### src/rtl/wave_meas.sv
// Memory-mapped waveform analyser: digitises a 32-bit wave bus and measures
// period, high time, rising-edge count and running min/max for CPU readout.
module wave_meas #(
   parameter int unsigned CNT_W = 32
) (
   input  logic        clk,
   input  logic        rst,
   input  logic        sel,
   input  logic [3:0]  wstrb,
   input  logic [31:0] addr,
   input  logic [31:0] wdata,
   output logic [31:0] rdata,
   input  logic [31:0] wave_in
);

   typedef enum logic [1:0] {
      StIdle     = 2'd0,
      StWaitRise = 2'd1,
      StMeasure  = 2'd2
   } state_t;

   localparam logic [CNT_W-1:0] CntMax = '1;

   state_t           r_state;
   logic             r_en;
   logic             r_mode;
   logic [31:0]      r_thresh;
   logic [CNT_W-1:0] r_cnt;
   logic [CNT_W-1:0] r_period;
   logic [CNT_W-1:0] r_high;
   logic [31:0]      r_min;
   logic [31:0]      r_max;
   logic [31:0]      r_edges;
   logic             r_valid;
   logic             r_ovf;
   logic             r_d_q;

   logic       w_we;
   logic [2:0] w_reg;
   logic       w_clr;
   logic       w_d;
   logic       w_rise;
   logic       w_fall;

   assign w_we   = sel & (|wstrb);
   assign w_reg  = addr[4:2];
   assign w_clr  = w_we && (w_reg == 3'd0) && wdata[2];
   assign w_d    = r_mode ? (wave_in >= r_thresh) : wave_in[0];
   assign w_rise = w_d & ~r_d_q;
   assign w_fall = ~w_d & r_d_q;

   always_ff @(posedge clk or posedge rst) begin
      if (rst) begin
         r_state  <= StIdle;
         r_en     <= 1'b0;
         r_mode   <= 1'b0;
         r_thresh <= '0;
         r_cnt    <= '0;
         r_period <= '0;
         r_high   <= '0;
         r_min    <= 32'hFFFF_FFFF;
         r_max    <= '0;
         r_edges  <= '0;
         r_valid  <= 1'b0;
         r_ovf    <= 1'b0;
         r_d_q    <= 1'b0;
      end else begin
         r_d_q <= w_d;
         if (w_we && (w_reg == 3'd0)) begin
            r_en   <= wdata[0];
            r_mode <= wdata[1];
         end
         if (w_we && (w_reg == 3'd1)) begin
            r_thresh <= wdata;
         end
         // CLR overrides any edge, saturation or min/max update in the same cycle
         if (w_clr) begin
            r_cnt    <= '0;
            r_period <= '0;
            r_high   <= '0;
            r_edges  <= '0;
            r_valid  <= 1'b0;
            r_ovf    <= 1'b0;
            r_min    <= 32'hFFFF_FFFF;
            r_max    <= '0;
            r_state  <= wdata[0] ? StWaitRise : StIdle;
         end else if (!r_en) begin
            r_state <= StIdle;
         end else begin
            if (wave_in < r_min) r_min <= wave_in;
            if (wave_in > r_max) r_max <= wave_in;
            case (r_state)
               StIdle: r_state <= StWaitRise;
               StWaitRise: begin
                  if (w_rise) begin
                     r_state <= StMeasure;
                     r_cnt   <= CNT_W'(1);
                     r_edges <= r_edges + 32'd1;
                  end
               end
               StMeasure: begin
                  if (w_rise) begin
                     r_period <= r_cnt;
                     r_valid  <= 1'b1;
                     r_cnt    <= CNT_W'(1);
                     r_edges  <= r_edges + 32'd1;
                  end else begin
                     if (w_fall) r_high <= r_cnt;
                     if (r_cnt == CntMax) r_ovf <= 1'b1;
                     else r_cnt <= r_cnt + CNT_W'(1);
                  end
               end
               default: r_state <= StIdle;
            endcase
         end
      end
   end

   always_comb begin
      rdata = '0;
      case (w_reg)
         3'd0: rdata = {30'd0, r_mode, r_en};
         3'd1: rdata = r_thresh;
         3'd2: rdata = 32'(r_period);
         3'd3: rdata = 32'(r_high);
         3'd4: rdata = r_min;
         3'd5: rdata = r_max;
         3'd6: rdata = {28'd0, r_state, r_ovf, r_valid};
         3'd7: rdata = r_edges;
         default: rdata = '0;
      endcase
   end

endmodule

### config.mk
export PLATFORM = sky130hd
export DESIGN_NAME = wave_meas
export DESIGN_NICKNAME = d
export VERILOG_FILES = /design/src/rtl/wave_meas.sv
export SDC_FILE = /design/constraint.sdc
export NUM_CORES = 1
export LEC_CHECK = 0
export CORE_MARGIN = 3
export CORE_UTILIZATION = 46
export DETAILED_ROUTE_END_ITERATION = 8
export DONT_BUFFER_PORTS = 1
export SKIP_CTS_REPAIR_TIMING = 1
export SYNTH_ARGS = -nofsm -noshare
export SYNTH_HDL_FRONTEND = slang
export SYNTH_SLANG_ARGS = --single-unit
### constraint.sdc
create_clock -name clk -period 21 [get_ports clk]
set_clock_uncertainty 0.15 [all_clocks]
set_input_delay 2.1 -clock clk [delete_from_list [all_inputs] [get_ports clk]]
set_output_delay 2.1 -clock clk [all_outputs]
set_load 0.02 [all_outputs]
==> After elaboration in Yosys (flattened, before gate mapping) <==
Cells that the tools add are included.
{ "op_classes": {"n_addsub": 2, "magnitude_cmp": 3, "n_eq_ne": 15, "n_mux": 41, "bitwise_logic": 5, "reduce_logical": 24} }
{ "ops": {"columns": ["op", "count"], "rows": [
  ["$mux W32", 24],
  ["$pmux W32 S8", 1],
  ["$add A32 B1 Y32 const B", 2],
  ["$pmux W32 S2", 1],
  ["$eq A32 B32 Y1 const B", 1],
  ["$ge A32 B32 Y1", 1],
  ["$gt A32 B32 Y1", 1],
  ["$lt A32 B32 Y1", 1],
  ["$reduce_bool A2 Y1", 8],
  ["$eq A3 B3 Y1 const B", 4],
  ["$reduce_and A4 Y1", 3],
  ["$mux W1", 11],
  ["$ne A4 B4 Y1 const B", 2],
  ["$eq A3 B2 Y1 const B", 2],
  ["$mux W2", 3],
  ["$ne A3 B3 Y1 const B", 2],
  ["$pmux W2 S3", 1],
  ["$reduce_and A2 Y1", 3],
  ["$reduce_and A3 Y1", 2],
  ["$reduce_or A4 Y1", 1],
  ["$and A1 B1 Y1", 3],
  ["$eq A3 B1 Y1 const B", 1],
  ["$logic_and A1 B1 Y1", 3],
  ["$logic_not A3 Y1", 1],
  ["7 further kinds", 8]
]} }
{ "word_totals": {"register_bits": 231, "in_bits": 103, "out_inout_bits": 32, "elab_cells": 103} }

==> Depth between registers and ports, before layout <==
{ "logic_depth": {"depth_word": 9, "depth_mapped": 12, "mapped_depth_nobuf": 10} }

==> Worst setup path after synthesis <==
Ideal clock, no wire load.
{ "synth_timing": {"path_kind": "input port to output port", "startpoint": "in addr[2]", "endpoint": "out rdata[3]", "arrival_time_ps": 3651, "required_ps": 18750, "slack_ps": 15099, "cell_stages": 7, "cell_sequence": "clkbuf_1 -> nor2b_1 -> and2_1 -> clkbuf_1 -> buf_1 -> a22oi_1 -> o21ai_0"} }
{ "synth_between": {"elab_chain_cells": 2} }
{ "synth_lines": {"columns": ["item", "line", "rtl"], "rows": [
  ["from (decl)", "10", "input logic [31:0] addr,"],
  ["$eq A3 B3 Y1, or another cell as far along", "121", "case (w_reg)"],
  ["$pmux W32 S8 (*)", "121", null],
  ["to (decl)", "12", "output logic [31:0] rdata,"]
]} }
Mark *: on every way between the ends. The rest lies on a longest branch, timed or not.

==> Worst setup path after layout <==
{ "layout_timing": {"startpoint": "in addr[4]", "endpoint": "out rdata[0]"} }
Same word-level chain as after synthesis.

==> impl_metrics.csv <==
group,metric,value,unit
clocking,cts_inserted_buffers,28,
sta,min_period,5.94,ns
place,port-buffer-count,0,
sta,relSlewSlack,0.210,
sta,fmax,168,MHz
worst_setup_path,cp.required,18.75,ns
layout,fin_util,0.509,
synthesis,synth_edf_count,0,
clocking,cts_root_buffer,"clkbuf_16",
run_status,status,"completed",
clocking,cts_max_level,1,
clocking,clock_latency,0.55,ns
worst_setup_path,path_class,"in2out",
global_route,grt-ovfl-total,0,
floorplanning,coreArea,0.0297,sq mm
power,p_sw_frac,0.354,
synthesis,yosysSeqAreaShare,0.419,
power,p_switching,560,uW
floorplanning,start_util,0.468,
layout,fin_area,0.0151,sq mm
global_route,grt_usage,0.254,
sta,hold_viol,0,
global_route,grt_pass1_wl,65800,um
worst_setup_path,cpLargestDelayFamily,"compound AO/OA/AOI/OAI gates",
power,finalPower,1.58,mW
floorplanning,die_height,180,um
global_route,first_global_vias,11247,
place,dp_hpwl,29400,um
global_route,antenna_found_initial,0,
place,placed_area,0.0143,sq mm
synthesis,synth_cells,1576,
detailed_routing,post_drt_wl_per_cell,21.4,um
worst_setup_path,reg2reg_slack,17.16,ns
detailed_routing,drc,0,
synthesis,synth-seq-cells,231,
synthesis,synthArstFlopShare,1.00,
detailed_routing,viasPerCell,5.95,
layout,antenna_cells,0,
power,power_frac_comb,0.289,
layout,multi_input_area,0.00734,sq mm
sta,fin_crit_sh,0.283,
clocking,clockBufferDepth,3,
floorplanning,pin_count,135,
power,ir_worst_vdd,63.4,uV
detailed_routing,ant_nets,0,
place,place_inst,1896,
worst_setup_path,slowest_stage,"a31oi_1",
layout,final_cells,1946,
hold_path,hp-class,"reg2reg",
power,p_seq_frac,0.416,
clocking,clock_sinks,231,
sta,setup_violations,0,
detailed_routing,drtIter0Drc,883,
layout,nFillCells,2796,
synthesis,yosysUniqueCellTypes,67,
synthesis,postSynthAreaPerCell,8.82,sq um
clocking,cts_tree,"yes",
worst_setup_path,cp_cell_sequence,"inv_1, and3_1, buf_4, a22oi_1, a31oi_1",
synthesis,yosys_warnings,0,
global_route,grt_max_degree,123,
sta,tightestPinTransition,1.17,ns
layout,drive_above_1_share,0.0739,
detailed_routing,vias,11579,
worst_setup_path,endpoint_kind,"output pin",
detailed_routing,drtPass1Iterations,5,
worst_setup_path,startpoint_type,"primary input",
layout,regArea,0.00582,sq mm
sta,tns,0,ns
floorplanning,dieArea,0.0323,sq mm
worst_setup_path,path_max_fanout,27,
power,clkPwrFrac,0.294,
floorplanning,fp-row-count,63,
sta,drv_slew,0,
worst_setup_path,cpPeakStageDelay,0.60,ns
layout,nets,1739,
detailed_routing,wirelength,41600,um
synthesis,ys.flop_type,"dfrtp_1",
synthesis,synth_nets,1779,
job,cap_violations,0,
floorplanning,die_w,180,um
power,p_per_area,105,mW/mm^2
power,p_int,1.02,mW
power,p_leak,7.20,nW
worst_setup_path,cp.arrival,3.69,ns
worst_setup_path,path_buf_inv,2,
sta,rsz0062_at_grt,"false",
clocking,clk_pin_slew,0.05,ns
layout,areaGrowthSynthToFinish,8.85,%
synthesis,mappedNetlistArea,0.0139,sq mm
place,gp_congestion,0.875,
-- through the flow --
step                hold WS, ns  setup slack [ns]
floorplan                 0.289             12.47
global placement          0.300             15.06
detailed placement        0.306             15.06
CTS                       0.319             15.06
global route              0.339             14.95
finish                    0.314             15.06
-- worst reg2reg max path: stages (launching register included) --
cell       delay (ns)
dfrtp_1          0.39
inv_1            0.06
ha_1             0.30
a2111oi_0        0.64
o221ai_1         0.42
a311o_1          0.45
a211o_1          0.27
a21oi_1          0.26
a21oi_4          0.17
buf_4            0.35
mux2i_1          0.21
-- area by class of cell --
type                            count  share of cell area
Tap cell                          390              0.0322
Multi-Input combinational cell   1136               0.485
Clock inverter                      2            0.000827
Inverter                          119              0.0300
Clock buffer                       48              0.0573
Sequential cell                   231               0.385
Timing Repair Buffer               20             0.00992
-- sequential cells by signal, indices dropped and copies added (netlist names), 2 cells and up --
signal / cells
r_min: 32
r_state: 2
r_thresh: 32
r_edges: 32
r_high: 32
r_cnt: 32
r_max: 32
r_period: 32
-- power groups by stage --
stage | Clock [mW] | Sequential, mW | Combinational [mW]
floorplan | 0 | 0.621 | 0.353
detailed placement | 0 | 0.661 | 0.459
CTS | 0.475 | 0.656 | 0.461
finish | 0.467 | 0.659 | 0.458
global route | 0.492 | 0.671 | 0.523
global placement | 0 | 0.660 | 0.441
-- cell families (layout without fill, tap and decap cells) --
family | count (synthesis) | count (layout) | synth area share
DFF | 231 | 231 | 0.419
buffers and inverters | 209 | 189 | 0.0577
muxes | 103 | 103 | 0.0746
AOI/OAI and AO/OA | 312 | 312 | 0.146
xor gates and xnor gates | 35 | 35 | 0.0220
and+or+nand+nor | 586 | 586 | 0.191
adders and majority gates | 100 | 100 | 0.0900
-- synthesized netlist by cell type, types with 26 or more instances --
master | count | area [sq um]
o21ai_0 | 70 | 350
ha_1 | 100 | 1250
xnor2_1 | 30 | 263
nor3_1 | 26 | 130
mux2i_1 | 98 | 981
nand3_1 | 80 | 400
nand2_1 | 209 | 785
a21oi_1 | 61 | 305
nand4_1 | 26 | 163
clkbuf_1 | 70 | 263
a22oi_1 | 89 | 668
inv_1 | 118 | 443
nor2_1 | 166 | 623
dfstp_2 | 32 | 841
dfrtp_1 | 199 | 4980
-- final timing paths --
check | endpoint | startpoint | depth (start not counted)
max | rdata[0] | addr[4] | 5
min reg2reg | r_period[21] | r_period[21] | 2
min in group asynchronous | r_high[24] | rst | 1
max in group asynchronous | r_cnt[23] | rst | 3
min | r_period[21] | r_period[21] | 2
max reg2reg | r_max[1] | r_max[7] | 10
-- layer usage --
metal / GRT usage / part of all wire / vias up / wire, um
met5: 0 / 0 / - / 0
met4: 0.0671 / 0.026 / 0 / 1100
met3: 0.0504 / 0.071 / 67 / 2970
met2: 0.390 / 0.44 / 343 / 18500
met1: 0.369 / 0.46 / 5750 / 19100
li1: - / - / 5419 / -
-- placed cells by master, fill, tap and decap left out, types with 30 or more instances in the layout --
| master | n |
|---|---|
| a21oi_1 | 60 |
| a22oi_1 | 89 |
| dfrtp_1 | 199 |
| dfstp_2 | 32 |
| ha_1 | 100 |
| inv_1 | 117 |
| mux2i_1 | 98 |
| nand2_1 | 208 |
| nand3_1 | 80 |
| nor2_1 | 165 |
| o21ai_0 | 70 |
| xnor2_1 | 30 |
Power figures use the tool's default switching activity.
